File: src/rtl/x_stream_gen_if.sv
// Handshake/stream bundle for x_stream_gen: the start/data/len request and the
// x/busy/done/S status the transmitter returns.
interface x_stream_gen_if #(
  parameter int WIDTH = 8,
  parameter int LEN_W = 4
);
  logic             start;
  logic [WIDTH-1:0] data;
  logic [LEN_W-1:0] len;
  logic             x;
  logic             busy;
  logic             done;
  logic [2:0]       S;

  modport master (
    output start, data, len,
    input  x, busy, done, S
  );

  modport slave (
    input  start, data, len,
    output x, busy, done, S
  );
endinterface

File: src/rtl/x_stream_gen.sv
// Serial stimulus transmitter: captures a pattern on start and shifts its low
// len bits out MSB-first on x. Optional trailing even-parity bit under PARITY_EN.
module x_stream_gen #(
  parameter int WIDTH = 8,
  parameter int LEN_W = 4
) (
  input  logic        CLK,
  input  logic        RESET,
  x_stream_gen_if.slave bus
);

  typedef enum logic [2:0] {
    IDLE   = 3'b000,
    SHIFT  = 3'b001,
    PARITY = 3'b010,
    DONE   = 3'b011
  } state_t;

  localparam logic [LEN_W-1:0] WIDTH_L = LEN_W'(WIDTH);

  state_t           state_q;
  logic [WIDTH-1:0] sh_q;
  logic [LEN_W-1:0] cnt_q;
  logic             x_q;
  logic             busy_q;
  logic             done_q;
`ifdef PARITY_EN
  logic             par_q;
`endif

  logic [LEN_W-1:0] len_d;
  logic [WIDTH-1:0] load_d;

  // Left-align the selected bits so the shifter always emits from the MSB.
  always_comb begin
    len_d = bus.len;
    if (bus.len == '0 || bus.len > WIDTH_L) begin
      len_d = WIDTH_L;
    end
    load_d = bus.data << (WIDTH_L - len_d);
  end

  always_ff @(posedge CLK or negedge RESET) begin
    if (!RESET) begin
      state_q <= IDLE;
      sh_q    <= '0;
      cnt_q   <= '0;
      x_q     <= 1'b0;
      busy_q  <= 1'b0;
      done_q  <= 1'b0;
`ifdef PARITY_EN
      par_q   <= 1'b0;
`endif
    end else begin
      case (state_q)
        IDLE: begin
          x_q    <= 1'b0;
          busy_q <= 1'b0;
          done_q <= 1'b0;
          if (bus.start) begin
            state_q <= SHIFT;
            x_q     <= load_d[WIDTH-1];
            busy_q  <= 1'b1;
            sh_q    <= load_d << 1;
            cnt_q   <= len_d - 1'b1;
`ifdef PARITY_EN
            par_q   <= load_d[WIDTH-1];
`endif
          end
        end

        SHIFT: begin
          // cnt_q counts bits still to emit after the one currently on x.
          if (cnt_q == '0) begin
`ifdef PARITY_EN
            state_q <= PARITY;
            x_q     <= par_q;
            busy_q  <= 1'b1;
`else
            state_q <= DONE;
            x_q     <= 1'b0;
            busy_q  <= 1'b0;
            done_q  <= 1'b1;
`endif
          end else begin
            x_q   <= sh_q[WIDTH-1];
            sh_q  <= sh_q << 1;
            cnt_q <= cnt_q - 1'b1;
`ifdef PARITY_EN
            par_q <= par_q ^ sh_q[WIDTH-1];
`endif
          end
        end

`ifdef PARITY_EN
        PARITY: begin
          state_q <= DONE;
          x_q     <= 1'b0;
          busy_q  <= 1'b0;
          done_q  <= 1'b1;
        end
`endif

        DONE: begin
          state_q <= IDLE;
          x_q     <= 1'b0;
          busy_q  <= 1'b0;
          done_q  <= 1'b0;
        end

        default: begin
          state_q <= IDLE;
          x_q     <= 1'b0;
          busy_q  <= 1'b0;
          done_q  <= 1'b0;
        end
      endcase
    end
  end

  assign bus.x    = x_q;
  assign bus.busy = busy_q;
  assign bus.done = done_q;
  assign bus.S    = state_q;

endmodule

File: src/flat_wrapper.sv
// flat-port wrapper written by rule: the top's interface ports become plain ports
module x_stream_gen_flat 
#(
  parameter int WIDTH = 8,
  parameter int LEN_W = 4
)
  (CLK, RESET, bus_start, bus_data, bus_len, bus_x, bus_busy, bus_done, bus_S);
  x_stream_gen_if #(.WIDTH(WIDTH), .LEN_W(LEN_W)) bus_i ();
  input  logic CLK;
  input  logic RESET;
  input wire logic [$bits(bus_i.start)-1:0] bus_start;
  input wire logic [$bits(bus_i.data)-1:0] bus_data;
  input wire logic [$bits(bus_i.len)-1:0] bus_len;
  output wire logic [$bits(bus_i.x)-1:0] bus_x;
  output wire logic [$bits(bus_i.busy)-1:0] bus_busy;
  output wire logic [$bits(bus_i.done)-1:0] bus_done;
  output wire logic [$bits(bus_i.S)-1:0] bus_S;
  assign bus_i.start = bus_start;
  assign bus_i.data = bus_data;
  assign bus_i.len = bus_len;
  assign bus_x = bus_i.x;
  assign bus_busy = bus_i.busy;
  assign bus_done = bus_i.done;
  assign bus_S = bus_i.S;
  x_stream_gen #(.WIDTH(WIDTH), .LEN_W(LEN_W)) u_core (.CLK(CLK), .RESET(RESET), .bus(bus_i));
endmodule
File: config.mk
export PLATFORM = sky130hd
export DESIGN_NAME = x_stream_gen_flat
export DESIGN_NICKNAME = d
export VERILOG_FILES = /design/src/rtl/x_stream_gen_if.sv /design/src/rtl/x_stream_gen.sv /design/src/flat_wrapper.sv
export SDC_FILE = /design/constraint.sdc
export NUM_CORES = 1
export LEC_CHECK = 0
export CORE_UTILIZATION = 60
export CTS_CLUSTER_SIZE = 12
export DETAILED_ROUTE_END_ITERATION = 6
export DONT_BUFFER_PORTS = 1
export PLACE_DENSITY = 0.85
export SLEW_MARGIN = 10
export SYNTH_ARGS = -nofsm -noshare
export SYNTH_HDL_FRONTEND = slang
export SYNTH_SLANG_ARGS = --single-unit
File: constraint.sdc
create_clock -name CLK -period 3.8 [get_ports CLK]
set_clock_uncertainty 0.2 [all_clocks]
set_input_delay 0.76 -clock CLK [delete_from_list [all_inputs] [get_ports CLK]]
set_output_delay 0.76 -clock CLK [all_outputs]
set_load 0.05 [all_outputs]
==> qor_table.md, run 1 <==
| Step | Metric | Reported |
| --- | --- | --- |
| power | Highest ir drop seen on vdd | 491.1 uV |
| critical path | CP Max Fanout | 11 |
| clock network | Clk Latency, worst-skew pair | 0.29 ns |
| sta | Setup repair after global routing missed its margin | no |
| critical path | Setup crit start kind | input port |
| job | Max-cap violation count | 0 |
| yosys | Syn Nets | 127 |
| clock network | Clk root buf | sky130_fd_sc_hd__clkbuf_4 |
| critical path | Cell with the largest stage delay on the worst path | sky130_fd_sc_hd__mux4_2 |
| yosys | Number of flops mapped to enable cells by yosys | 0 |
| layout | Top library cells by usage in the layout, fill and taps aside | sky130_fd_sc_hd__nor2_1 (19), sky130_fd_sc_hd__dfrtp_1 (16), sky130_fd_sc_hd__nand2_1 (10), sky130_fd_sc_hd__a21oi_1 (8) |
| place | HPWL reported at the end of detailed placement | 1702 um |
| clock network | # resized after CTS | 0 |
| outcome | Run status | complete, but fails checks |
| sta | Max_slew headroom | 0.5282 |
| yosys | Post-Syn Area per Cell | 9.611 sq um |
| global route | Gr ovfl total | 0 |
| yosys | Simple-gate share of the synthesized area | 0.2544 |
| hold path | Worst hold-check path type | flip-flop to flip-flop |
| yosys | Post-synthesis xor/xnor area fraction | 0.03195 |
| layout | Synthesis-to-layout area growth | 4.261% |
| critical path | Crit path capture type | flip-flop |
| clock network | Hold Buf Count CTS | 1 |
| yosys | Fraction of registers with async set/reset | 1.000 |
| global route | Initial antenna violation count | 0 |
| critical path | Slowest stage delay, CP | 0.57 ns |
| floorplan | Placement row count | 14 |
| sta | Final hold viol count | 0 |
| drt | DRC violations left | 1 |
| power | Power density over the cells | 802.5 nW/um^2 |
| global route | All-Layer GR Usage | 0.2848 |
| clock network | CTS clk-pin slew, worst paths | 0.09 ns |
| yosys | Share of synthesized cell area in full adder, half adder and majority cells | 0.02367 |
| layout | Share of cells above drive strength 1 | 0.1441 |
| clock network | H-tree depth reported by CTS | 1 |
| yosys | Multiplexer share of the synthesized area | 0.1325 |
| global route | Global-route wire length before repair | 3843 um |
| drt | Routed wire length on met2 | 1120 um |
| clock network | Max Root-Sink Buffers | 2 |
| sta | Highest clock rate | 365.5 MHz |
| place | Input/output buffers | 0 |
| yosys | Yosys reg bits | 16 |
| layout | Diodes inserted | 0 |
| critical path | Crit-path cells | nand2b_1, ha_1, xnor2_2, mux4_2, nor3b_2, nor2_1 |
| critical path | Category of the most critical setup path | input port to flip-flop |
| layout | Number of inserted filler cells in the final layout | 113 |
| drt | Routed wirelength normalized by instance count | 17.68 um |
| floorplan | Die Height | 43.98 um |
| floorplan | Effective utilization at floorplan | 0.6706 |
| clock network | Clock tree from TritonCTS | done |
| clock network | Number of buffers created by CTS | 3 |
| yosys | Cell count after synthesis | 110 |
| sta | Number of pins with negative max-slew slack in the final report | 0 |
| global route | Largest net degree at the start of global routing | 17 |
| drt | Vias | 885 |
| yosys | Compound-cell area share of the yosys netlist | 0.1479 |
| place | Last weighted congestion value of the routability-driven placer | 0.8465 |
| clock network | Sinks on Clock Net | 16 |
| yosys | Main combinational cell family by area after synthesis | simple AND/OR/NAND/NOR gates |
| drt | Antenna viol nets, final | 0 |
| outcome | Failing checks | design-rule violations |
| sta | Final total negative setup slack | 0 ns |
| yosys | Synthesis warning total | 0 |
| layout | Most common library cell in the layout ignoring fill and taps | sky130_fd_sc_hd__nor2_1 |
| drt | Met3 WL post-DR | 167 um |
| layout | Finished Cell Area | 1102 sq um |
| yosys | Cell variety after synth | 36 |
| floorplan | Die area | 1934 sq um |
| power | Leakage power of the design | 0.4753 nW |
| yosys | Post-Syn Area | 1057 sq um |
| global route | Vias in the first global route | 858 |
| drt | Total routed wirelength | 2245 um |
| critical path | Required time at the endpoint of the critical path | 3.78 ns |
| sta | Period Utilization, post-route | 0.7199 |
| critical path | Arrival time at the worst endpoint | 2.71 ns |
| drt | Number of DRC violations after detailed-routing iteration 0 | 26 |
| yosys | Portion of the post-synthesis area used by sequential elements | 0.3787 |
| yosys | Main synth FF type | sky130_fd_sc_hd__dfrtp_1 |
| floorplan | Chip width | 43.98 um |
| sta | Period minus WS final | 2.736 ns |
| clock network | # Post-CTS Setup Buffers | 0 |
| floorplan | Area of the placeable core | 1577 sq um |
| floorplan | Io pins | 21 |
| sta | Actual slew at the worst max-slew pin | 0.7053 ns |
| place | DP Area | 1056 sq um |
| drt | Iteration count of the initial detailed-routing pass | 6 |
| sta | Setup violation total in the final timing report | 0 |
| drt | Post-DR vias/cell | 6.969 |
| drt | DRT met1 WL | 881 um |
| layout | Number of nets at the end of the flow | 129 |
| drt | Max layer used | met4 |
## report_power, final
part	switching, mW	total [mW]	internal, mW
Clock	0.0537	0.112	0.0584
Combinational	0.234	0.394	0.160
Sequential	0.134	0.379	0.245
Total	0.421	0.885	0.463
## flip-flops by register name, indices dropped and copies added (netlist names)
signal and flops:
u_core.cnt_q 4, u_core.bus.x 1, u_core.bus.done 1, u_core.bus.busy 1, u_core.bus.S 2, u_core.sh_q 7
## worst max-delay path: cells and delay by family
family	cells	cell delay, ns
XOR/XNOR	1	0.35
adder cells (fa/ha/maj)	1	0.44
multiplexers	1	0.57
AND/OR/NAND/NOR	3	0.59
## final timing paths
path                                              from                     endpoint  slack [ns]  cells after the start
min reg2reg                 u_core.sh_q[1]$_DFFE_PN0P_   u_core.sh_q[1]$_DFFE_PN0P_        0.29                      2
max reg2reg                u_core.bus.S[0]$_DFFE_PN0P_   u_core.sh_q[4]$_DFFE_PN0P_        1.54                      5
min in group asynchronous                        RESET  u_core.cnt_q[3]$_DFFE_PN0P_        0.75                      1
max in group asynchronous                        RESET   u_core.sh_q[1]$_DFFE_PN0P_        2.20                      1
min                         u_core.sh_q[1]$_DFFE_PN0P_   u_core.sh_q[1]$_DFFE_PN0P_        0.29                      2
max                                         bus_len[3]   u_core.sh_q[6]$_DFFE_PN0P_        1.06                      6
## kinds of logic (layout without fill, tap and decap cells)
logic type | count (synthesis) | in the layout
AND/OR/NAND/NOR | 49 | 49
adder cells (fa/ha/maj) | 2 | 2
flip-flops | 16 | 16
XOR/XNOR | 3 | 3
AO/OA/AOI/OAI | 25 | 25
buffers and inverters | 5 | 6
other | 1 | 1
multiplexers | 9 | 9
## stage by stage
stage / util / std cells / setup slack [ns] / power [mW] / hold slack [ns]
3_3_place_gp: 0.6698 / 122 / 0.8864 / 0.7411 / 0.2647
4_1_cts: 0.6992 / 127 / 1.093 / 0.8831 / 0.2905
3_5_place_dp: 0.6698 / 122 / 0.7908 / 0.7652 / 0.2647
2_1_floorplan: - / 110 / 1.091 / 0.6808 / 0.2434
5_1_grt: 0.6992 / 127 / 0.9507 / 0.9558 / 0.3428
6_report: 0.6992 / 127 / 1.064 / 0.8847 / 0.2896
## synth_stat cells (2+ instances only)
library cell,n,area share
sky130_fd_sc_hd__buf_4,2,0.014
sky130_fd_sc_hd__mux4_2,4,0.085
sky130_fd_sc_hd__o31ai_1,3,0.021
sky130_fd_sc_hd__nor3b_2,2,0.024
sky130_fd_sc_hd__nor2_1,19,0.067
sky130_fd_sc_hd__mux2i_1,5,0.047
sky130_fd_sc_hd__dfrtp_1,16,0.38
sky130_fd_sc_hd__buf_2,2,0.0095
sky130_fd_sc_hd__nand3_1,4,0.019
sky130_fd_sc_hd__a221oi_1,2,0.017
sky130_fd_sc_hd__a21oi_1,8,0.038
sky130_fd_sc_hd__nand2_1,10,0.036
sky130_fd_sc_hd__o21ai_0,5,0.024
sky130_fd_sc_hd__xor2_1,2,0.017
sky130_fd_sc_hd__ha_1,2,0.024
sky130_fd_sc_hd__nand2b_1,4,0.024
## routing by layer
| metal | global-route usage | vias to the layer above |
|---|---|---|
| met5 | 0 | - |
| met1 | 0.3361 | 422 |
| met3 | 0.07500 | 13 |
| met2 | 0.4866 | 49 |
| li1 | - | 401 |
| met4 | 0.1273 | 0 |
## layout make-up
type	instances	area [sq um]	area share
multi-input combinational	89	628.1	0.5698
timing repair buffer	2	17.52	0.01589
tap	16	20.02	0.01816
sequential	16	400.4	0.3632
clock buffer	4	36.28	0.03292
Power figures use the tool's default switching activity.
==> run 2: changes to the inputs <==
==> constraint.sdc (replaced) <==
create_clock -name CLK -period 2.8 [get_ports CLK]
set_clock_uncertainty 0.2 [all_clocks]
set_input_delay 0.56 -clock CLK [delete_from_list [all_inputs] [get_ports CLK]]
set_output_delay 0.56 -clock CLK [all_outputs]
set_load 0.05 [all_outputs]
==> run 2 against run 1 <==
Die area stayed put; wire length increased by 4.1%; core utilization grew 1.4 points; critical path depth increased by 2; flip-flop and latch count did not move; the flow now finishes without violations; critical path type is now flip-flop to flip-flop; non-clock buffer count rose by 3; clock power up 35%; highest routed layer unchanged; sequential share of layout area down 0.73 points; total power rose by 37%; cell area grew 2.0%.
==> qor_table.md, run 2 (synthesis results as in run 1) <==
| Step | Metric | Reported | Change |
| --- | --- | --- | --- |
| outcome | Run status | complete, no violations |  |
| floorplan | Io pins | 21 | unchanged |
| layout | Top library cells by usage in the layout, fill and taps aside | sky130_fd_sc_hd__nor2_1 (19), sky130_fd_sc_hd__dfrtp_1 (16), sky130_fd_sc_hd__nand2_1 (10), sky130_fd_sc_hd__a21oi_1 (8) |  |
| place | Input/output buffers | 0 | unchanged |
| layout | Area of the multi-input gates | 628.1 sq um | unchanged |
| global route | All-Layer GR Usage | 0.2644 | -0.02039 |
| layout | Diodes inserted | 0 | unchanged |
| sta | Period Utilization, post-route | 0.7954 |  |
| power | Share of total power in the clock network | 0.124 | -0.003 |
| power | Power density over the cells | 1079 nW/um^2 | +34% |
| sta | Number of pins with negative max-slew slack in the final report | 0 | unchanged |
| global route | Vias in the first global route | 814 | -5.1% |
| clock network | Clock tree from TritonCTS | done |  |
| floorplan | Die Height | 43.98 um | unchanged |
| layout | Synthesis-to-layout area growth | 6.391% |  |
| drt | Routed wirelength normalized by instance count | 17.97 um | +1.7% |
| power | Power Total | 1.214 mW | +37% |
| hold path | Worst hold-check path type | input port to flip-flop |  |
| layout | Most common library cell in the layout ignoring fill and taps | sky130_fd_sc_hd__nor2_1 |  |
| clock network | Hold Buf Count CTS | 1 | unchanged |
| layout | Number of inserted filler cells in the final layout | 126 | +12% |
| drt | Vias | 888 | +0.34% |
| power | Comb power frac | 0.450 | +0.005 |
| drt | DRC violations left | 0 | -1 |
| power | Switch share | 0.4774 | +0.001050 |
| global route | Gr ovfl total | 0 | unchanged |
| place | Last weighted congestion value of the routability-driven placer | 0.8162 | -3.6% |
| power | Highest ir drop seen on vdd | 593.0 uV | +21% |
| critical path | Category of the most critical setup path | flip-flop to flip-flop |  |
| critical path | Arrival time at the worst endpoint | 2.18 ns | -0.53 ns |
| drt | Post-DR vias/cell | 6.831 | -2.0% |
| critical path | Crit path capture type | flip-flop |  |
| sta | Max_slew headroom | 0.5178 | -0.01041 |
| drt | Iteration count of the initial detailed-routing pass | 6 | unchanged |
| sta | Setup repair after global routing missed its margin | no |  |
| global route | Largest net degree at the start of global routing | 17 | unchanged |
| floorplan | Placement row count | 14 | unchanged |
| drt | Total routed wirelength | 2336 um | +4.1% |
| sta | Final total negative setup slack | 0 ns | unchanged |
| layout | Register ranked first by flip-flop count | u_core.sh_q |  |
| floorplan | Chip width | 43.98 um | unchanged |
| sta | Highest clock rate | 449.0 MHz |  |
| sta | Setup violation total in the final timing report | 0 | unchanged |
| sta | Final hold viol count | 0 | unchanged |
| global route | Initial antenna violation count | 0 | unchanged |
| job | Max-cap violation count | 0 | unchanged |
| sta | Actual slew at the worst max-slew pin | 0.7209 ns | +0.01556 ns |
| power | Total internal power | 0.6345 mW | +37% |
| critical path | CP Max Fanout | 14 | +3 |
| sta | Period minus WS final | 2.227 ns |  |
| power | Power dissipated by switching net loads | 0.5796 mW | +38% |
| layout | Number of flip-flops under the largest register name | 7 | unchanged |
| clock network | Sinks on Clock Net | 16 | unchanged |
| floorplan | Die area | 1934 sq um | unchanged |
| clock network | H-tree depth reported by CTS | 1 | unchanged |
| clock network | Number of buffers created by CTS | 3 | unchanged |
| drt | Antenna viol nets, final | 0 | unchanged |
| clock network | Clk root buf | sky130_fd_sc_hd__clkbuf_4 |  |
| layout | Number of nets at the end of the flow | 132 | +2.3% |
| clock network | # resized after CTS | 0 | unchanged |
| power | Sequential power share | 0.425 | -0.003 |
| clock network | Clk Latency, worst-skew pair | 0.29 ns | about the same |
| clock network | # Post-CTS Setup Buffers | 0 | unchanged |
| clock network | Max Root-Sink Buffers | 2 | unchanged |
| clock network | CTS clk-pin slew, worst paths | 0.09 ns | about the same |
| floorplan | Effective utilization at floorplan | 0.6706 | unchanged |
| layout | Share of cells above drive strength 1 | 0.1667 | +0.02252 |
| floorplan | Area of the placeable core | 1577 sq um | unchanged |
| critical path | Setup crit start kind | flip-flop |  |
| global route | Global-route wire length before repair | 3643 um | -5.2% |
| power | Leakage power of the design | 0.4901 nW | +3.1% |
| layout | Area occupied by registers | 400.4 sq um | unchanged |
| critical path | Required time at the endpoint of the critical path | 2.75 ns | -1.03 ns |
| drt | Number of DRC violations after detailed-routing iteration 0 | 35 | +35% |
| place | HPWL reported at the end of detailed placement | 1704 um | +0.12% |
run 2: cell count changes in the layout (fill, tap and decap cells not counted), sizes merged:
| cell | delta |
|---|---|
| buf | +3 |
run 2: layout make-up:
cell class / count / area share
multi-input combinational: 89 / 0.5584
sequential: 16 / 0.3560
timing repair buffer: 5 / 0.03560
clock buffer: 4 / 0.03226
tap: 16 / 0.01780
run 2: final timing paths:
path | start | end | slack (ns) | depth (start not counted)
min reg2reg | u_core.sh_q[1]$_DFFE_PN0P_ | u_core.sh_q[1]$_DFFE_PN0P_ | 0.29 | 2
max | u_core.bus.S[0]$_DFFE_PN0P_ | u_core.cnt_q[2]$_DFFE_PN0P_ | 0.57 | 8
min | bus_data[0] | u_core.sh_q[1]$_DFFE_PN0P_ | 0.21 | 2
max in group asynchronous | RESET | u_core.bus.S[1]$_DFFE_PN0P_ | 1.38 | 1
min in group asynchronous | RESET | u_core.sh_q[7]$_DFFE_PN0P_ | 0.56 | 1
max reg2reg | u_core.bus.S[0]$_DFFE_PN0P_ | u_core.cnt_q[2]$_DFFE_PN0P_ | 0.57 | 8
run 2: power by group through the flow:
stage / sequential [mW] / combinational (mW) / clock [mW]
floorplan: 0.497 / 0.427 / 0
global placement: 0.509 / 0.506 / 0
detailed placement: 0.514 / 0.532 / 0
CTS: 0.513 / 0.545 / 0.152
global route: 0.523 / 0.606 / 0.162
finish: 0.516 / 0.547 / 0.151
run 2: routing by layer:
layer / vias up / part of all wire / global-route usage
met3: 8 / 0.057 / 0.07500
li1: 409 / - / -
met5: - / 0 / 0
met1: 433 / 0.42 / 0.3379
met4: 0 / 0.037 / 0.1273
met2: 38 / 0.48 / 0.4149
run 2: through the flow:
step | std cells | hold slack (ns) | util | area [sq um] | setup slack [ns]
2_1_floorplan | 110 | 0.06441 | - | 1057 | 0.2910
3_3_place_gp | 125 | 0.06469 | 0.6841 | 1079 | 0.4337
3_5_place_dp | 125 | 0.06469 | 0.6841 | 1079 | 0.3745
4_1_cts | 130 | 0.2146 | 0.7135 | 1125 | 0.5726
5_1_grt | 130 | 0.2172 | 0.7135 | 1125 | 0.4126
6_report | 130 | 0.2141 | 0.7135 | 1125 | 0.5729
run 2: worst max-delay path, cell delays in order (launching register included):
cell and delay (ns):
sky130_fd_sc_hd__dfrtp_1 0.70, sky130_fd_sc_hd__nor2b_1 0.20, sky130_fd_sc_hd__buf_4 0.21, sky130_fd_sc_hd__nor2_1 0.06
sky130_fd_sc_hd__a21oi_1 0.19, sky130_fd_sc_hd__ha_1 0.22, sky130_fd_sc_hd__nor2_1 0.06, sky130_fd_sc_hd__o21ai_0 0.14
sky130_fd_sc_hd__o21ai_0 0.11
==> run 3: changes to the inputs <==
==> constraint.sdc (replaced) <==
create_clock -name CLK -period 2.2 [get_ports CLK]
set_clock_uncertainty 0.2 [all_clocks]
set_input_delay 0.44 -clock CLK [delete_from_list [all_inputs] [get_ports CLK]]
set_output_delay 0.44 -clock CLK [all_outputs]
set_load 0.05 [all_outputs]
==> run 3 against run 2 <==
The run now ends with design-rule violations left; clock power increased by 30%; die area unchanged; cell area increased by 4.2%; flip-flop and latch count unchanged; first-iteration DRC count increased by 5.7%; cell count increased by 2.3%; wire length decreased by 4.2%; sequential power increased by 17%; critical path depth decreased by 3; combinational power increased by 40%.
==> qor_table.md, run 3 (synthesis results as in run 1) <==
| Step | Metric | Reported | Change |
| --- | --- | --- | --- |
| global route | Largest net degree at the start of global routing | 17 | unchanged |
| clock network | # Post-CTS Setup Buffers | 0 | unchanged |
| sta | Max_slew headroom | 0.5350 | +0.01720 |
| critical path | Setup crit start kind | flip-flop |  |
| layout | Top library cells by usage in the layout, fill and taps aside | sky130_fd_sc_hd__nor2_1 (19), sky130_fd_sc_hd__dfrtp_1 (15), sky130_fd_sc_hd__nand2_1 (10), sky130_fd_sc_hd__a21oi_1 (8), sky130_fd_sc_hd__buf_4 (7) |  |
| layout | Register ranked first by flip-flop count | u_core.sh_q |  |
| place | Last weighted congestion value of the routability-driven placer | 1.030 | +26% |
| place | Instance count after placement with tap cells included | 128 | +2.4% |
| layout | Final core utilization | 0.7437 | +0.03016 |
| global route | All-Layer GR Usage | 0.2777 | +0.01328 |
| sta | Actual slew at the worst max-slew pin | 0.6951 ns | -0.02572 ns |
| floorplan | Area of the placeable core | 1577 sq um | unchanged |
| floorplan | Die Height | 43.98 um | unchanged |
| layout | Area occupied by registers | 401.6 sq um | +0.31% |
| power | Leakage power of the design | 0.5066 nW | +3.4% |
| layout | Number of inserted filler cells in the final layout | 108 | -14% |
| clock network | Number of buffers created by CTS | 3 | unchanged |
| sta | Setup violation total in the final timing report | 0 | unchanged |
| clock network | CTS clk-pin slew, worst paths | 0.09 ns | about the same |
| clock network | Clk root buf | sky130_fd_sc_hd__clkbuf_4 |  |
| layout | Most common library cell in the layout ignoring fill and taps | sky130_fd_sc_hd__nor2_1 |  |
| floorplan | Chip width | 43.98 um | unchanged |
| drt | Antenna viol nets, final | 0 | unchanged |
| layout | Number of flip-flops under the largest register name | 7 | unchanged |
| critical path | Required time at the endpoint of the critical path | 2.21 ns | -0.54 ns |
| global route | Vias in the first global route | 896 | +10% |
| power | Switch share | 0.4595 | -0.01785 |
| clock network | # resized after CTS | 0 | unchanged |
| drt | Total routed wirelength | 2238 um | -4.2% |
| layout | Share of cells above drive strength 1 | 0.2051 | +0.03846 |
| critical path | Crit path capture type | flip-flop |  |
| power | Comb power frac | 0.488 | +0.038 |
| power | Share of total power in the clock network | 0.125 | about the same |
| drt | Vias | 900 | +1.4% |
| drt | Number of DRC violations after detailed-routing iteration 0 | 37 | +5.7% |
| sta | Number of pins with negative max-slew slack in the final report | 0 | unchanged |
| clock network | Sinks on Clock Net | 16 | unchanged |
| job | Max-cap violation count | 0 | unchanged |
| floorplan | Effective utilization at floorplan | 0.6706 | unchanged |
| global route | Gr ovfl total | 0 | unchanged |
| clock network | H-tree depth reported by CTS | 1 | unchanged |
| critical path | Category of the most critical setup path | flip-flop to flip-flop |  |
| critical path | Startpoint of the worst-slack reg-to-reg timing path | u_core.cnt_q[1]$_DFFE_PN0P_ |  |
| global route | Global-route wire length before repair | 3843 um | +5.5% |
| outcome | Run status | complete, but fails checks |  |
| clock network | Clk Latency, worst-skew pair | 0.29 ns | about the same |
| place | Input/output buffers | 0 | unchanged |
| sta | Final hold viol count | 0 | unchanged |
| clock network | Hold Buf Count CTS | 1 | unchanged |
| drt | Post-DR vias/cell | 6.767 | -0.93% |
| place | Post-Place Worst Slack | 0.04789 ns | -0.3266 ns |
| power | Power dissipated by switching net loads | 0.7200 mW | +24% |
| sta | Period minus WS final | 1.883 ns | -0.3443 ns |
| power | Power density over the cells | 1337 nW/um^2 | +24% |
| layout | Number of nets at the end of the flow | 135 | +2.3% |
| layout | Synthesis-to-layout area growth | 10.89% |  |
| place | HPWL reported at the end of detailed placement | 1728 um | +1.4% |
| power | Highest ir drop seen on vdd | 685.9 uV | +16% |
| sta | Setup repair after global routing missed its margin | no |  |
| hold path | Hold_sp | bus_data[0] |  |
| floorplan | Io pins | 21 | unchanged |
| sta | Period Utilization, post-route | 0.8558 | +0.06043 |
| sta | Hold Worst Slack | 0.1118 ns | -0.1023 ns |
| critical path | Arrival time at the worst endpoint | 1.90 ns | -0.28 ns |
| drt | Routed wirelength normalized by instance count | 16.83 um | -6.4% |
| floorplan | Placement row count | 14 | unchanged |
| global route | Initial antenna violation count | 0 | unchanged |
| clock network | Max Root-Sink Buffers | 2 | unchanged |
| sta | Final Worst Setup Slack | 0.3172 ns | -0.2557 ns |
| critical path | Critical path origin | u_core.cnt_q[1]$_DFFE_PN0P_ |  |
| drt | DRC violations left | 1 | +1 |
| sta | Highest clock rate | 531.1 MHz | +18% |
| power | Sequential power share | 0.387 | -0.038 |
| clock network | Clock tree from TritonCTS | done |  |
| outcome | Failing checks | design-rule violations |  |
| hold path | Worst hold-check path type | input port to flip-flop |  |
| critical path | CP Max Fanout | 8 | -6 |
| layout | Area of the multi-input gates | 651.9 sq um | +3.8% |
| power | Total internal power | 0.8470 mW | +33% |
| layout | Diodes inserted | 0 | unchanged |
| floorplan | Die area | 1934 sq um | unchanged |
| drt | Iteration count of the initial detailed-routing pass | 7 | +1 |
| layout | Number of standard cells in the final layout excluding fillers | 133 | +2.3% |
run 3: final timing paths:
check                                               to  slack, ns  depth (start not counted)
setup / recovery           u_core.cnt_q[2]$_DFFE_PN0P_       0.32                          5
hold / removal              u_core.sh_q[1]$_DFFE_PN0P_       0.11                          2
setup reg to reg           u_core.cnt_q[2]$_DFFE_PN0P_       0.32                          5
hold reg to reg             u_core.sh_q[5]$_DFFE_PN0P_       0.30                          2
max in group asynchronous  u_core.bus.S[0]$_DFFE_PN0P_       0.89                          1
min in group asynchronous   u_core.sh_q[4]$_DFFE_PN0P_       0.43                          1
run 3: worst max-delay path, stage by stage, from the launching register on:
cell and delay (ns):
sky130_fd_sc_hd__dfrtp_1 0.45, sky130_fd_sc_hd__nor4_4 0.34, sky130_fd_sc_hd__nor2_1 0.14, sky130_fd_sc_hd__nor2_1 0.43, sky130_fd_sc_hd__o21ai_0 0.16, sky130_fd_sc_hd__o21ai_0 0.09
run 3: power by group through the flow:
| stage | clock, mW | sequential, mW | combinational, mW |
|---|---|---|---|
| after CTS | 0.198 | 0.604 | 0.765 |
| after floorplan | 0 | 0.633 | 0.553 |
| after detailed placement | 0 | 0.610 | 0.755 |
| after global placement | 0 | 0.602 | 0.729 |
| final | 0.196 | 0.606 | 0.765 |
| after global routing | 0.207 | 0.618 | 0.863 |
run 3: per-stage QoR:
step,setup TNS [ns],cell area [sq um],total power [mW]
after floorplan,-0.005627,1085,1.186
after global placement,0,1126,1.330
after detailed placement,0,1126,1.365
after CTS,0,1172,1.567
after global routing,0,1172,1.688
final,0,1172,1.567
run 3: layout make-up:
cell class / count / area share
clock buffer: 4 / 0.03095
multi-input combinational: 89 / 0.5560
sequential: 16 / 0.3426
tap: 16 / 0.01708
timing repair buffer: 8 / 0.05336
run 3: layer usage:
metal | routed length (um) | global-route usage | vias to the layer above | part of all wire
li1 | - | - | 414 | -
met3 | 105 | 0.04167 | 9 | 0.047
met2 | 1125 | 0.4627 | 35 | 0.50
met5 | 0 | 0 | - | 0
met1 | 947 | 0.3568 | 442 | 0.42
met4 | 59 | 0.1273 | 0 | 0.026
